$ cat config.mk
export PLATFORM = sky130hd
export DESIGN_NAME = golden_nonce_uart_tx_flat
export DESIGN_NICKNAME = d
export VERILOG_FILES = /design/src/rtl/golden_nonce_uart_tx_if.sv /design/src/rtl/golden_nonce_uart_tx.sv /design/src/flat_wrapper.sv
export SDC_FILE = /design/constraint.sdc
export NUM_CORES = 1
export LEC_CHECK = 0
export CAP_MARGIN = 10
export CORE_AREA = 2 2 137 139
export DETAILED_ROUTE_END_ITERATION = 6
export DIE_AREA = 0 0 139 141
export PLACE_DENSITY = 0.66
export RECOVER_POWER = 25
export SLEW_MARGIN = 20
export SYNTH_ARGS = -nofsm -noshare
export SYNTH_HDL_FRONTEND = slang
export SYNTH_SLANG_ARGS = --single-unit
$ cat constraint.sdc
create_clock -name hash_clk -period 5.5 [get_ports hash_clk]
set_input_delay 1.1 -clock hash_clk [delete_from_list [all_inputs] [get_ports hash_clk]]
set_output_delay 1.1 -clock hash_clk [all_outputs]
set_load 0.005 [all_outputs]
$ cat src/rtl/golden_nonce_uart_tx_if.sv
// rtl/golden_nonce_uart_tx_if.sv - golden nonce input and UART status bundle
interface golden_nonce_uart_tx_if #(
  parameter int FIFO_DEPTH_LOG2 = 2
);
  logic                     nonce_valid;
  logic [31:0]              nonce_in;
  logic                     uart_tx;
  logic                     busy;
  logic                     overflow;
  logic [FIFO_DEPTH_LOG2:0] fifo_count;

  modport master (
    output nonce_valid, nonce_in,
    input  uart_tx, busy, overflow, fifo_count
  );

  modport slave (
    input  nonce_valid, nonce_in,
    output uart_tx, busy, overflow, fifo_count
  );
endinterface

$ cat src/rtl/golden_nonce_uart_tx.sv
// rtl/golden_nonce_uart_tx.sv - buffered golden nonce sender over UART 8N1
module golden_nonce_uart_tx #(
  parameter int CLKS_PER_BIT    = 434,
  parameter int FIFO_DEPTH_LOG2 = 2
) (
  input  logic                   hash_clk,
  input  logic                   reset,
  golden_nonce_uart_tx_if.slave  bus
);
  localparam int AW    = FIFO_DEPTH_LOG2;
  localparam int DEPTH = 1 << AW;
  localparam logic [15:0] BIT_LAST = 16'(CLKS_PER_BIT - 1);
  localparam logic [AW:0] FULL_COUNT = (AW + 1)'(DEPTH);

  typedef enum logic [1:0] {IDLE, START, DATA, STOP} state_t;

  state_t      state, state_nx;
  logic [15:0] tick, tick_nx;
  logic [2:0]  bit_idx, bit_idx_nx;
  logic [1:0]  byte_idx, byte_idx_nx;
  logic [31:0] shreg, shreg_nx;
  logic        tx_q, tx_nx;
  logic        busy_q;
  logic        ovf_q;

  logic [31:0] mem [DEPTH];
  logic [AW:0] wr_ptr, rd_ptr, wr_ptr_nx, rd_ptr_nx, count;
  logic        full, pop, push, drop, tick_end;
  logic [7:0]  cur_byte;

  // Pointers are one bit wider than the address so full and empty differ.
  assign count     = wr_ptr - rd_ptr;
  assign full      = (count == FULL_COUNT);
  assign pop       = (state == IDLE) && (count != '0);
  assign push      = bus.nonce_valid && (!full || pop);
  assign drop      = bus.nonce_valid && full && !pop;
  assign wr_ptr_nx = wr_ptr + {{AW{1'b0}}, push};
  assign rd_ptr_nx = rd_ptr + {{AW{1'b0}}, pop};
  assign tick_end  = (tick == BIT_LAST);
  // The byte on the wire is always the top byte; the register shifts by 8 between bytes.
  assign cur_byte  = shreg[31:24];

  assign bus.uart_tx    = tx_q;
  assign bus.busy       = busy_q;
  assign bus.overflow   = ovf_q;
  assign bus.fifo_count = count;

  // Next-state, bit timing and next line level for the frame sequencer.
  always_comb begin
    state_nx    = state;
    tick_nx     = tick;
    bit_idx_nx  = bit_idx;
    byte_idx_nx = byte_idx;
    shreg_nx    = shreg;
    tx_nx       = tx_q;
    case (state)
      IDLE: begin
        tx_nx   = 1'b1;
        tick_nx = '0;
        if (pop) begin
          shreg_nx    = mem[rd_ptr[AW-1:0]];
          byte_idx_nx = '0;
          state_nx    = START;
          tx_nx       = 1'b0;
        end
      end
      START: begin
        if (tick_end) begin
          tick_nx    = '0;
          bit_idx_nx = '0;
          state_nx   = DATA;
          tx_nx      = cur_byte[0];
        end else begin
          tick_nx = tick + 16'd1;
        end
      end
      DATA: begin
        if (tick_end) begin
          tick_nx = '0;
          if (bit_idx == 3'd7) begin
            state_nx = STOP;
            tx_nx    = 1'b1;
          end else begin
            bit_idx_nx = bit_idx + 3'd1;
            tx_nx      = cur_byte[bit_idx + 3'd1];
          end
        end else begin
          tick_nx = tick + 16'd1;
        end
      end
      STOP: begin
        if (tick_end) begin
          tick_nx = '0;
          if (byte_idx != 2'd3) begin
            byte_idx_nx = byte_idx + 2'd1;
            shreg_nx    = shreg << 8;
            state_nx    = START;
            tx_nx       = 1'b0;
          end else begin
            state_nx = IDLE;
            tx_nx    = 1'b1;
          end
        end else begin
          tick_nx = tick + 16'd1;
        end
      end
      default: begin
        state_nx = IDLE;
        tx_nx    = 1'b1;
      end
    endcase
  end

  // Sequencer registers; reset forces the line high immediately.
  always_ff @(posedge hash_clk or posedge reset) begin
    if (reset) begin
      state    <= IDLE;
      tick     <= '0;
      bit_idx  <= '0;
      byte_idx <= '0;
      shreg    <= '0;
      tx_q     <= 1'b1;
      busy_q   <= 1'b0;
    end else begin
      state    <= state_nx;
      tick     <= tick_nx;
      bit_idx  <= bit_idx_nx;
      byte_idx <= byte_idx_nx;
      shreg    <= shreg_nx;
      tx_q     <= tx_nx;
      busy_q   <= ((wr_ptr_nx - rd_ptr_nx) != '0) || (state_nx != IDLE);
    end
  end

  // FIFO pointers and sticky overflow flag.
  always_ff @(posedge hash_clk or posedge reset) begin
    if (reset) begin
      wr_ptr <= '0;
      rd_ptr <= '0;
      ovf_q  <= 1'b0;
    end else begin
      wr_ptr <= wr_ptr_nx;
      rd_ptr <= rd_ptr_nx;
      ovf_q  <= ovf_q | drop;
    end
  end

  // FIFO storage; contents need no reset since the pointers gate every read.
  always_ff @(posedge hash_clk) begin
    if (push) begin
      mem[wr_ptr[AW-1:0]] <= bus.nonce_in;
    end
  end
endmodule

$ cat src/flat_wrapper.sv
// flat-port wrapper written by rule: the top's interface ports become plain ports
module golden_nonce_uart_tx_flat 
#(
  parameter int CLKS_PER_BIT    = 434,
  parameter int FIFO_DEPTH_LOG2 = 2
)
  (hash_clk, reset, bus_nonce_valid, bus_nonce_in, bus_uart_tx, bus_busy, bus_overflow, bus_fifo_count);
  golden_nonce_uart_tx_if #(.FIFO_DEPTH_LOG2(FIFO_DEPTH_LOG2)) bus_i ();
  input  logic hash_clk;
  input  logic reset;
  input wire logic [$bits(bus_i.nonce_valid)-1:0] bus_nonce_valid;
  input wire logic [$bits(bus_i.nonce_in)-1:0] bus_nonce_in;
  output wire logic [$bits(bus_i.uart_tx)-1:0] bus_uart_tx;
  output wire logic [$bits(bus_i.busy)-1:0] bus_busy;
  output wire logic [$bits(bus_i.overflow)-1:0] bus_overflow;
  output wire logic [$bits(bus_i.fifo_count)-1:0] bus_fifo_count;
  assign bus_i.nonce_valid = bus_nonce_valid;
  assign bus_i.nonce_in = bus_nonce_in;
  assign bus_uart_tx = bus_i.uart_tx;
  assign bus_busy = bus_i.busy;
  assign bus_overflow = bus_i.overflow;
  assign bus_fifo_count = bus_i.fifo_count;
  golden_nonce_uart_tx #(.CLKS_PER_BIT(CLKS_PER_BIT), .FIFO_DEPTH_LOG2(FIFO_DEPTH_LOG2)) u_core (.hash_clk(hash_clk), .reset(reset), .bus(bus_i));
endmodule
# After elaboration in Yosys (flattened, before gate mapping)
# Memories as Yosys holds them, arrays and structs flattened.
# Index checks and enable logic that the tools add are counted.
dict set report word_totals {
  wordCells 83
  out_inout_bits 6
  mem_count 1
  ram_bits 128
  reg_bits 64
}
dict set report classes {
  mux 32
  n_eq_ne 13
  add_sub_neg 7
  order_cmp 1
  bitwise_logic 1
  n_reduce_logical 18
}
# name depth width rd rd_ports_with_merged_regs write_ports line_no
set mem_list {}
lappend mem_list {u_core.mem 4 32 1 0 1 golden_nonce_uart_tx.sv:26} ;# logic [31:0] mem [DEPTH];
# op count
set ops {}
lappend ops {{$mux 32} 3}
lappend ops {{$pmux 32 s2} 1}
lappend ops {{$pmux 16 s2} 1}
lappend ops {{$add 16x1->16 const B} 1}
lappend ops {{$eq 16x9->1 const B} 1}
lappend ops {{$mux 16} 1}
lappend ops {{$mux 2} 8}
lappend ops {{$mux 1} 10}
lappend ops {{$ne 2x1->1 const B} 5}
lappend ops {{$mux 3} 3}
lappend ops {{$pmux 2 s4} 1}
lappend ops {{$reduce_and 4->1} 2}
lappend ops {{$add 3x1->3} 2}
lappend ops {{$eq 3x3->1 const B} 2}
lappend ops {{$pmux 3 s2} 1}
lappend ops {{$reduce_bool 2->1} 3}
lappend ops {{$reduce_bool 3->1} 2}
lappend ops {{$sub 3x3->3} 2}
lappend ops {{$eq 2x2->1 const B} 2}
lappend ops {{$logic_and 1x1->1} 4}
lappend ops {{$lt 3x4->1 const B} 1}
lappend ops {{$ne 2x2->1 const B} 2}
lappend ops {{$pmux 1 s4} 1}
lappend ops {{$pmux 2 s2} 1}
lappend ops {{10 further kinds} 12}

# Longest topological paths before layout
dict set report logic_depth {
  word_depth 9
  depth_mapped 14
  depth_no_buf 14
}

# Worst setup path before layout
# No wires, ideal clock.
dict set report synth_timing {
  path_kind {register to register}
  from {reg u_core.wr_ptr[0]}
  to {mem u_core.mem[2][0], enable pin}
  slack_ns 1.324
  setup_ns 0.461
  path_stages_with_launch 8
  required_ns 5.039
  arrival_ns 3.715
  n_path_buf 0
  path_cell_list {dfrtp_1 > inv_1 > ha_1 > fa_1 > xnor3_1 > nor3_1 > nand2b_1 > nor3_1}
}
dict set report synth_via {
  elab_chain_len 7
  word_cells_on_any_way 9
  classes_between {1 x add/sub; 1 x eq/ne; 2 x mux; 5 x reduce/logical}
}
# item line_no
set synth_lines {}
lappend synth_lines {{start: declaration} golden_nonce_uart_tx.sv:27} ;# logic [AW:0] wr_ptr, rd_ptr, wr_ptr_nx, rd_ptr_nx, count;
lappend synth_lines {{start signal: assignment} golden_nonce_uart_tx.sv:142} ;# wr_ptr <= wr_ptr_nx;
lappend synth_lines {{$sub 3x3->3} golden_nonce_uart_tx.sv:32} ;# assign count = wr_ptr - rd_ptr;
lappend synth_lines {{$eq 3x3->1 or $reduce_bool 3->1 (tied branches)} {golden_nonce_uart_tx.sv:33, golden_nonce_uart_tx.sv:34}}
lappend synth_lines {{$logic_not 1->1 or $logic_and 1x1->1 (tied branches)} {golden_nonce_uart_tx.sv:35, golden_nonce_uart_tx.sv:34}}
lappend synth_lines {{$logic_or 1x1->1} golden_nonce_uart_tx.sv:35} ;# assign push = bus.nonce_valid && (!full || pop);
lappend synth_lines {{$logic_and 1x1->1} golden_nonce_uart_tx.sv:35}
lappend synth_lines {{$mux 1} golden_nonce_uart_tx.sv:150} ;# if (push) begin
lappend synth_lines {{$mux 1 (not written as such)} golden_nonce_uart_tx.sv:151} ;# mem[wr_ptr[AW-1:0]] <= bus.nonce_in;
lappend synth_lines {{end: declaration} golden_nonce_uart_tx.sv:26}
# Parallel ways exist; a longest one is shown, timed or not.

# Worst setup path after layout
dict set report layout_timing {
  from {reg u_core.wr_ptr[0]}
  to {reg u_core.busy_q (netlist: u_core.bus.busy)}
}
dict set report layout_via {
  word_cells_on_any_way 15
  classes_between {4 x add/sub; 1 x eq/ne; 2 x mux; 8 x reduce/logical}
}
# item line_no
set layout_rtl {}
lappend layout_rtl {{$sub 3x3->3} golden_nonce_uart_tx.sv:32}
lappend layout_rtl {{$reduce_bool 3->1} golden_nonce_uart_tx.sv:34} ;# assign pop = (state == IDLE) && (count != '0);
lappend layout_rtl {{$logic_and 1x1->1} golden_nonce_uart_tx.sv:34}
lappend layout_rtl {{$add 3x1->3} golden_nonce_uart_tx.sv:38} ;# assign rd_ptr_nx = rd_ptr + {{AW{1'b0}}, pop};
lappend layout_rtl {{net u_core.rd_ptr_nx[1]} golden_nonce_uart_tx.sv:27}
lappend layout_rtl {{$sub 3x3->3} golden_nonce_uart_tx.sv:131} ;# busy_q <= ((wr_ptr_nx - rd_ptr_nx) != '0) || (state_nx != IDLE);
lappend layout_rtl {{$reduce_bool 3->1} golden_nonce_uart_tx.sv:131}
lappend layout_rtl {{$logic_or 1x1->1} golden_nonce_uart_tx.sv:131}
lappend layout_rtl {{end signal: assignment} golden_nonce_uart_tx.sv:131}
lappend layout_rtl {{end: declaration} golden_nonce_uart_tx.sv:23} ;# logic busy_q;
# The timed path passes the listed nets, and every way through them passes these cells.
# A chain may end at the register's enable or synchronous reset.

==> flow_metrics.py <==
metrics = {
    "clock_tree": {
        "ctsHoldBuffers": 0,
        "cts.clk_slew.worst_paths_ps": 70,
        "post-cts-setup-buffers": 0,
        "cts_root_buffer": "clkbuf_16",
        "worstSkewPairLatency_ps": 440,
        "cts-htree-levels": 4,
        "max-clock-path-buffers": 2,
        "cts_tree": "built",
        "cts_resized": 0,
        "cts_made_buffers": 17,
        "clock_sinks": 192,
    },
    "sta": {
        "slew_headroom_pct": 29.1,
        "maxSlewViolCount": 0,
        "grt_setup_unrepaired": "no",
        "period_share_pct": 65.7,
        "finalHoldViolations": 0,
        "worstMarginPinSlew_ps": 1060,
        "finalSetupTns_ps": 0,
        "finalCriticalPeriod_ps": 3610,
        "finalClockSkew_ps": 18.2,
        "setup_violations": 0,
        "max_freq_ghz": 0.277,
    },
    "critical_path": {
        "crit_arrival_ps": 3900,
        "critPathLaunchType": "flop",
        "critPathMaxFanout": 11,
        "critical_path_class": "reg2reg",
        "crit_path_end_kind": "flop",
        "rrSetupSlack_ps": 1890,
        "required_ps": 5790,
    },
    "cells_and_area": {
        "area_growth_pct": 15.7,
        "drive_gt1_share_pct": 23.2,
        "seqCellArea_um2": 5450,
        "antenna_cells": 0,
        "final-instance-count-excl-fill": 759,
        "multi_input_area_um2": 2350,
        "fillCellCount": 1482,
        "nNetsFinal": 560,
    },
    "global_routing": {
        "gr-usage-all-layers_pct": 15.7,
        "grt_pass1_vias": 4360,
        "gr-total-overflow": 0,
        "grt_pass1_wl_um": 23500,
        "grt_antenna_before_repair": 0,
        "grt_max_degree": 56,
    },
    "routing": {
        "drt_iter0_drc": 319,
        "antenna_left": 0,
        "drc": 0,
        "drtPass1Iterations": 6,
        "wl_um": 14400,
        "wl_per_cell_um": 18.9,
        "vias_per_cell": 5.38,
        "vias": 4086,
    },
    "logic_synthesis": {
        "post_synth.cell_area_avg_um2": 17.1,
        "synth_area_leaders": "edfxtp_1 48%, dfrtp_1 20%, mux4_2 9.3%",
        "synth_commonest_cells": "128 x edfxtp_1, 63 x dfrtp_1, 33 x mux4_2",
        "syn_area_um2": 8010,
        "yosysSeqAreaShare_pct": 68.0,
        "synth.net_count": 516,
        "synthDominantCellAreaShare_pct": 48.0,
        "ys_async_sr_fraction_pct": 33.3,
        "synth.most_common_cell": "edfxtp_1",
        "synth_seq_cells": 192,
        "post_synth_num_cell_types": 47,
        "yosys_warnings": 0,
        "ys.flop_type": "edfxtp_1",
        "synth-edff-count": 128,
        "synthCells": 468,
        "yosys.area.top_type": "edfxtp_1",
    },
    "place": {
        "gp_congestion": 0.747,
        "dp_hpwl_um": 8760,
        "io_buffers": 40,
        "dp.cells": 727,
    },
    "floorplan": {
        "die-area_um2": 19600,
        "die_y_um": 141,
        "rows": 50,
        "io-pin-count": 41,
        "start_util_pct": 43.8,
        "die_x_um": 139,
        "core_area_um2": 18300,
    },
    "power_and_ir_drop": {
        "switching_share_pct": 28.9,
        "combPwrFrac_pct": 22.9,
        "powerDensity_nw_per_um2": 459,
        "p_total_mw": 4.25,
        "p_clk_share_pct": 29.9,
        "ir_drop_uv": 273,
        "internal-power_mw": 3.02,
        "switchingPower_mw": 1.23,
        "leakage_nw": 3.41,
        "power_frac_seq_pct": 47.2,
    },
    "hold_path": {
        "hold_class": "reg2reg",
    },
    "job": {
        "drv_cap": 0,
    },
    "status": {
        "status": "complete, no violations",
    },
}
## worst paths after layout
kind,to,startpoint,cells after the start
min in group asynchronous,u_core.tick[7],reset,2
max in group asynchronous,u_core.rd_ptr[0],reset,3
worst min register to register,u_core.bus.overflow,u_core.bus.overflow,1
worst max-delay path,u_core.bus.busy,u_core.wr_ptr[0],13
worst min-delay path,u_core.bus.overflow,u_core.bus.overflow,1
worst max register to register,u_core.bus.busy,u_core.wr_ptr[0],13
## power by group through the flow
stage | clock (mW) | combinational [mW] | sequential [mW]
after floorplan | 0 | 0.682 | 2.01
after global routing | 1.37 | 1.07 | 2.04
after global placement | 0 | 0.974 | 2.02
after CTS | 1.31 | 1.00 | 2.01
after detailed placement | 0 | 0.999 | 2.04
final | 1.27 | 0.973 | 2.01
## critical path, cell delays in order, from the launching register on
cell	delay (ps)
dfrtp_1	420
inv_1	110
ha_1	200
fa_1	380
xnor3_1	240
a31oi_1	820
ha_1	310
ha_1	240
inv_1	60
ha_1	140
nor2b_1	50
xnor2_1	190
xor2_1	170
o2111ai_1	130
## flip-flops by register name (all words and copies together) (netlist names)
register / flops
u_core.mem: 128
u_core.shreg: 32
u_core.tick: 16
u_core.bit_idx: 3
u_core.rd_ptr: 3
u_core.wr_ptr: 3
u_core.byte_idx: 2
u_core.state: 2
u_core.bus.busy: 1
u_core.bus.overflow: 1
u_core.bus.uart_tx: 1
## cell families after synthesis
logic type                 synth area share, %
adders and majority gates                 2.12
muxes                                     16.3
AOI/OAI and AO/OA                         3.42
DFF                                       68.0
and+or+nand+nor                           5.30
buffers and inverters                     2.91
xor gates and xnor gates                  1.92
## area by class of cell
class                   instances  share of cell area, %
flip-flops and latches        192                   58.8
clock buffers                  17                   4.59
repair buffers                 49                   5.05
inverters                      22                  0.891
well taps                     234                   3.16
clock inverters                15                   2.20
multi-input cells             230                   25.4
## routing by layer
layer	up-vias	GRT usage (%)	wire length (um)
met5	-	0	0
met4	0	5.00	245
met3	23	4.35	397
met2	66	26.5	7360
met1	2101	19.8	6380
li1	1896	-	-
## layout by cell type, fill, tap and decap left out, types with 5 or more instances in the layout
cell type,synthesis,layout
edfxtp_1,128,128
buf_4,1,9
o21ai_0,20,20
mux2_2,20,20
nor3_1,11,7
dlygate4sd3_1,0,25
mux4_2,33,33
clkdlybuf4s50_1,0,15
mux2_4,20,20
dfrtp_1,63,62
a21oi_1,5,5
nor2_1,13,13
nand2_1,17,17
nand4_1,6,6
inv_8,0,6
xor2_1,12,12
clkbuf_16,0,17
nand3_1,16,16
inv_1,22,22
ha_1,12,12
## through the flow
step,worst slack [ps],util [%],area (um^2),hold slack (ps)
detailed placement,1980,47.3,8640,456
global placement,2160,47.3,8640,454
finish,1890,50.8,9270,474
floorplan,1320,-,8010,451
global route,1690,50.8,9270,525
CTS,1940,50.8,9270,480
(Power assumes the default switching activity.)
